--- src/rtl/if_bus_if_if.sv ---
// rtl/if_bus_if_if.sv - arbitrated instruction-fetch memory bus bundle
interface if_bus_if_if #(
    parameter int DAT_WIDTH = 32,
    parameter int ADD_WIDTH = 30
);
    logic                 bus_req_o;
    logic                 bus_grant_i;
    logic [ADD_WIDTH-1:0] bus_addr_o;
    logic                 bus_as_o;
    logic [DAT_WIDTH-1:0] bus_rd_data_i;
    logic                 bus_rdy_i;
    logic                 bus_err_o;

    modport master (
        output bus_req_o,
        output bus_addr_o,
        output bus_as_o,
        output bus_err_o,
        input  bus_grant_i,
        input  bus_rd_data_i,
        input  bus_rdy_i
    );

    modport slave (
        input  bus_req_o,
        input  bus_addr_o,
        input  bus_as_o,
        input  bus_err_o,
        output bus_grant_i,
        output bus_rd_data_i,
        output bus_rdy_i
    );
endinterface

--- src/rtl/if_bus_if.sv ---
// rtl/if_bus_if.sv - instruction-fetch bus master (IDLE/REQ/ACCESS)
// Optional ACCESS watchdog enabled by defining IF_BUS_TIMEOUT_EN.
module if_bus_if #(
    parameter int                   DAT_WIDTH   = 32,
    parameter int                   ADD_WIDTH   = 30,
    parameter int                   TIMEOUT_CYC = 16,
    parameter logic [DAT_WIDTH-1:0] ISA_NOP     = 'h13
) (
    input  logic                 clk_i,
    input  logic                 rst_i,
    input  logic                 fetch_req_i,
    input  logic [ADD_WIDTH-1:0] pc_i,
    input  logic                 flush_i,
    output logic [DAT_WIDTH-1:0] instru_o,
    output logic                 busy_o,
    if_bus_if_if.master          bus
);
    typedef enum logic [1:0] {
        S_IDLE   = 2'd0,
        S_REQ    = 2'd1,
        S_ACCESS = 2'd2
    } state_t;

    state_t               r_state;
    logic                 r_bus_req;
    logic                 r_bus_as;
    logic [ADD_WIDTH-1:0] r_bus_addr;
    logic                 r_abort;
    logic                 w_complete;

`ifdef IF_BUS_TIMEOUT_EN
    localparam int               TMO_W    = $clog2(TIMEOUT_CYC + 1);
    localparam logic [TMO_W-1:0] TMO_LAST = TMO_W'(TIMEOUT_CYC - 1);

    logic [TMO_W-1:0] r_tmo_cnt;
    logic             r_bus_err;
`endif

    always_ff @(posedge clk_i) begin
        if (rst_i) begin
            r_state    <= S_IDLE;
            r_bus_req  <= 1'b0;
            r_bus_as   <= 1'b0;
            r_bus_addr <= '0;
            r_abort    <= 1'b0;
`ifdef IF_BUS_TIMEOUT_EN
            r_tmo_cnt  <= '0;
            r_bus_err  <= 1'b0;
`endif
        end else begin
            r_bus_as  <= 1'b0;
`ifdef IF_BUS_TIMEOUT_EN
            r_bus_err <= 1'b0;
`endif
            case (r_state)
                S_IDLE: begin
                    r_bus_req <= 1'b0;
                    if (fetch_req_i) begin
                        r_state   <= S_REQ;
                        r_bus_req <= 1'b1;
                    end
                end
                S_REQ: begin
                    if (!fetch_req_i) begin
                        r_state   <= S_IDLE;
                        r_bus_req <= 1'b0;
                    end else if (bus.bus_grant_i) begin
                        r_state    <= S_ACCESS;
                        r_bus_addr <= pc_i;
                        r_bus_as   <= 1'b1;
`ifdef IF_BUS_TIMEOUT_EN
                        r_tmo_cnt  <= '0;
`endif
                    end
                end
                S_ACCESS: begin
                    if (bus.bus_rdy_i) begin
                        r_abort   <= 1'b0;
                        r_state   <= fetch_req_i ? S_REQ : S_IDLE;
                        r_bus_req <= fetch_req_i;
                    end else begin
                        // A flush during a pending access cannot cancel it on the bus; drop its data later.
                        if (flush_i) begin
                            r_abort <= 1'b1;
                        end
`ifdef IF_BUS_TIMEOUT_EN
                        if (r_tmo_cnt == TMO_LAST) begin
                            r_bus_err <= 1'b1;
                            r_abort   <= 1'b0;
                            r_state   <= S_IDLE;
                            r_bus_req <= 1'b0;
                        end else begin
                            r_tmo_cnt <= r_tmo_cnt + 1'b1;
                        end
`endif
                    end
                end
                default: begin
                    r_state   <= S_IDLE;
                    r_bus_req <= 1'b0;
                end
            endcase
        end
    end

    assign w_complete = !rst_i && (r_state == S_ACCESS) && bus.bus_rdy_i
                        && !r_abort && !flush_i;
    assign instru_o   = w_complete ? bus.bus_rd_data_i : ISA_NOP;
    assign busy_o     = !rst_i && !w_complete && fetch_req_i && !flush_i;

    assign bus.bus_req_o  = r_bus_req;
    assign bus.bus_as_o   = r_bus_as;
    assign bus.bus_addr_o = r_bus_addr;
`ifdef IF_BUS_TIMEOUT_EN
    assign bus.bus_err_o  = r_bus_err;
`else
    assign bus.bus_err_o  = (TIMEOUT_CYC < 0);
`endif
endmodule

--- src/flat_wrapper.sv ---
// flat-port wrapper written by rule: the top's interface ports become plain ports
module if_bus_if_flat 
#(
    parameter int                   DAT_WIDTH   = 32,
    parameter int                   ADD_WIDTH   = 30,
    parameter int                   TIMEOUT_CYC = 16,
    parameter logic [DAT_WIDTH-1:0] ISA_NOP     = 'h13
)
  (clk_i, rst_i, fetch_req_i, pc_i, flush_i, instru_o, busy_o, bus_bus_req_o, bus_bus_addr_o, bus_bus_as_o, bus_bus_err_o, bus_bus_grant_i, bus_bus_rd_data_i, bus_bus_rdy_i);
  if_bus_if_if #(.DAT_WIDTH(DAT_WIDTH), .ADD_WIDTH(ADD_WIDTH)) bus_i ();
  input  logic clk_i;
  input  logic rst_i;
  input  logic fetch_req_i;
  input  logic [ADD_WIDTH-1:0] pc_i;
  input  logic flush_i;
  output logic [DAT_WIDTH-1:0] instru_o;
  output logic busy_o;
  output wire logic [$bits(bus_i.bus_req_o)-1:0] bus_bus_req_o;
  output wire logic [$bits(bus_i.bus_addr_o)-1:0] bus_bus_addr_o;
  output wire logic [$bits(bus_i.bus_as_o)-1:0] bus_bus_as_o;
  output wire logic [$bits(bus_i.bus_err_o)-1:0] bus_bus_err_o;
  input wire logic [$bits(bus_i.bus_grant_i)-1:0] bus_bus_grant_i;
  input wire logic [$bits(bus_i.bus_rd_data_i)-1:0] bus_bus_rd_data_i;
  input wire logic [$bits(bus_i.bus_rdy_i)-1:0] bus_bus_rdy_i;
  assign bus_bus_req_o = bus_i.bus_req_o;
  assign bus_bus_addr_o = bus_i.bus_addr_o;
  assign bus_bus_as_o = bus_i.bus_as_o;
  assign bus_bus_err_o = bus_i.bus_err_o;
  assign bus_i.bus_grant_i = bus_bus_grant_i;
  assign bus_i.bus_rd_data_i = bus_bus_rd_data_i;
  assign bus_i.bus_rdy_i = bus_bus_rdy_i;
  if_bus_if #(.DAT_WIDTH(DAT_WIDTH), .ADD_WIDTH(ADD_WIDTH), .TIMEOUT_CYC(TIMEOUT_CYC), .ISA_NOP(ISA_NOP)) u_core (.clk_i(clk_i), .rst_i(rst_i), .fetch_req_i(fetch_req_i), .pc_i(pc_i), .flush_i(flush_i), .instru_o(instru_o), .busy_o(busy_o), .bus(bus_i));
endmodule
--- config.mk ---
export PLATFORM = sky130hd
export DESIGN_NAME = if_bus_if_flat
export DESIGN_NICKNAME = d
export VERILOG_FILES = /design/src/rtl/if_bus_if_if.sv /design/src/rtl/if_bus_if.sv /design/src/flat_wrapper.sv
export SDC_FILE = /design/constraint.sdc
export NUM_CORES = 1
export LEC_CHECK = 0
export CORE_AREA = 2 2 64 79
export CTS_CLUSTER_DIAMETER = 80
export DETAILED_ROUTE_END_ITERATION = 8
export DIE_AREA = 0 0 66 81
export MAX_ROUTING_LAYER = met4
export PLACE_DENSITY = 0.86
export SYNTH_ARGS = -nofsm -noshare
export SYNTH_HDL_FRONTEND = slang
export SYNTH_SLANG_ARGS = --single-unit
--- constraint.sdc ---
create_clock -name clk_i -period 2.8 [get_ports clk_i]
set_clock_uncertainty 0.2 [all_clocks]
set_input_delay 0.28 -clock clk_i [delete_from_list [all_inputs] [get_ports clk_i]]
set_output_delay 0.28 -clock clk_i [all_outputs]
set_load 0.005 [all_outputs]
==> flow_summary.yaml <==
status:
  run_status: "completed"
finish:
  layout_common_cells: "132 x clkdlybuf4s50_1, 61 x nand2_1, 35 x dfxtp_1, 33 x a21oi_1, 29 x and2_1"
  final_common_cell: "clkdlybuf4s50_1"
  fin_util_pct: 63.6
  layout-area-overhead-vs-synth_pct: 97.3
  antenna-diode-count: 0
  nets: 393
  drive_gt1_share_pct: 4.29
die:
  fp.coreArea_mm2: 0.00469
  die-area_mm2: 0.00535
  die_h_um: 81
  ioPinCount: 134
  initial_core_util_pct: 32.2
  rows: 28
  die_x_um: 66
routing:
  routed_via_density: 4.45
  vias: 1717
  drc_errors: 0
  totalWireLength_mm: 4.83
  drt_iter0_markers: 46
  drt.antenna.violating_nets: 0
  dr.pass1.iters: 4
  wl_per_cell_um: 12.5
worst_setup_path:
  cpPeakStageDelay_ns: 0.57
  cp_top_family: "buffers and inverters"
  critPathMaxFanout: 32
  start_kind: "input pin"
  critPathMostFrequentCell: "clkdlybuf4s50_1"
  crit_chain: "clkdlybuf4s50_1 > nand2b_4 > nor4_4 > buf_12 > or2b_1 > clkdlybuf4s50_1"
  path_class: "input pin to primary output"
  cp.required_ns: 2.32
  cp.arrival_ns: 2.09
  path_buf_inv: 3
  crit_path_end_kind: "primary output"
  cp_slowest_cell: "clkdlybuf4s50_1"
synth:
  synth_fp_nets: 263
  syn_area_mm2: 0.00151
  synth.distinct_cells: 22
  synth_seq_area_share_pct: 46.3
  synthCells: 195
  synth-seq-cells: 35
  avgSynthCellArea_um2: 7.76
  synth.top_cell.area_share_pct: 46.3
  synth_area_leaders: "dfxtp_1 46%, nand2_1 15%, and2_1 12%, a21oi_1 11%, buf_2 2.3%"
  synth_largest_area_cell: "dfxtp_1"
  yosysWarnings: 0
clock_tree:
  clockBufferDepth: 2
  tritoncts: "done"
  cts_made_buffers: 5
  h-tree-depth: 2
  root_buffer: "clkbuf_8"
  clk_latency_ns: 0.28
  cts_setup_buffers: 0
  path_clk_slew_ns: 0.07
  cts_sinks: 35
  post_cts_resized: 0
  ctsHoldBuffers: 0
place:
  dpl.hpwl_mm: 3.71
  gp_congestion: 0.750
  numPortBuffers: 132
global_routing:
  grt_pass1_vias: 1585
  grt_max_degree: 35
  grt_usage_pct: 18.5
  antenna_found_initial: 0
  grt_pass1_wl_mm: 7.36
  overflow: 0
timing:
  rsz0062_at_grt: "no"
  hold_violations: 0
  finalSetupTns_ns: 0
  final_max_slew_viol_count: 0
  fmax_mhz: 389
  setup_viol: 0
  fin_crit_sh_pct: 91.8
  min_period_ns: 2.57
pwr:
  leakagePower_nw: 1.06
  peakVddDrop_mv: 0.324
  p_per_area_mw_per_mm2: 353
worst_hold_path:
  hold_path_class: "flip-flop to flip-flop"
run:
  maxCapViolations: 0
-- state kept, by name, indices dropped and copies added (netlist names) --
register               count
u_core.r_abort             1
u_core.bus.bus_as_o        1
u_core.r_state             2
u_core.bus.bus_addr_o     30
u_core.bus.bus_req_o       1
-- final timing paths --
kind / from / to / slack, ns / depth (start not counted)
worst min-delay path: u_core.bus.bus_addr_o[13]$_SDFFE_PP0P_ / u_core.bus.bus_addr_o[13]$_SDFFE_PP0P_ / 0.25 / 2
worst min register to register: u_core.bus.bus_addr_o[13]$_SDFFE_PP0P_ / u_core.bus.bus_addr_o[13]$_SDFFE_PP0P_ / 0.25 / 2
worst max register to register: u_core.r_state[1]$_SDFFE_PP0P_ / u_core.bus.bus_addr_o[9]$_SDFFE_PP0P_ / 1.42 / 4
worst max-delay path: bus_bus_rdy_i / instru_o[0] / 0.23 / 6
-- metal layers --
| metal | track usage [%] | routed length, µm |
|---|---|---|
| met3 | 5.96 | 499 |
| met5 | - | 0 |
| met1 | 18.2 | 1760 |
| met4 | 6.73 | 48 |
| met2 | 33.9 | 2520 |
-- metrics by stage --
step / total power, mW / area (µm²) / setup slack [ns] / hold slack, ns / cells
after global routing: 1.11 / 2990 / 0.152 / 0.274 / 386
after global placement: 0.686 / 2890 / 0.286 / 0.241 / 378
after detailed placement: 0.689 / 2890 / 0.218 / 0.247 / 378
after CTS: 1.07 / 2990 / 0.213 / 0.257 / 386
final: 1.05 / 2990 / 0.230 / 0.255 / 386
after floorplan: 0.564 / 1510 / 1.22 / 0.177 / 195
-- cells by family (layout without fill, tap and decap cells) --
group,Yosys count,after routing,share of synthesized area (%)
compound gates,35,35,11.8
buf+inv,14,145,4.55
flops,35,35,46.3
simple gates,110,110,37.1
other cells,1,1,0.248
-- synth_stat cells, drive strengths merged --
library cell,n
a211oi,1
a21oi,33
a31oi,1
and2,29
and2b,2
and4b,1
buf,9
clkbuf,5
conb,1
dfxtp,35
nand2,61
nand2b,5
nand3b,2
nand4b,1
nor2,4
nor3,1
nor4,1
or2b,3
-- worst reg2reg max path, delay by kind of cell, from the launching register on --
kind | cells | cell delay, ns
compound gates | 1 | 0.16
buf+inv | 1 | 0.32
flops | 1 | 0.40
simple gates | 2 | 0.23
-- where the power goes --
| group | internal [mW] | total [mW] | switching, mW | leakage [nW] |
|---|---|---|---|---|
| Clock | 0.201 | 0.378 | 0.176 | 0.0484 |
| Sequential | 0.509 | 0.516 | 0.00701 | 0.284 |
| Combinational | 0.115 | 0.161 | 0.0464 | 0.731 |
-- final cells by class --
| cell class | instances | area, µm² |
|---|---|---|
| Fill cell | 409 | 1710 |
| Sequential cell | 35 | 701 |
| Multi-Input combinational cell | 146 | 744 |
| Clock inverter | 1 | 8.76 |
| Timing Repair Buffer | 137 | 1370 |
| Clock buffer | 7 | 86.3 |
| Tap cell | 60 | 75.1 |
No activity file was read; power rests on OpenSTA's default activity.
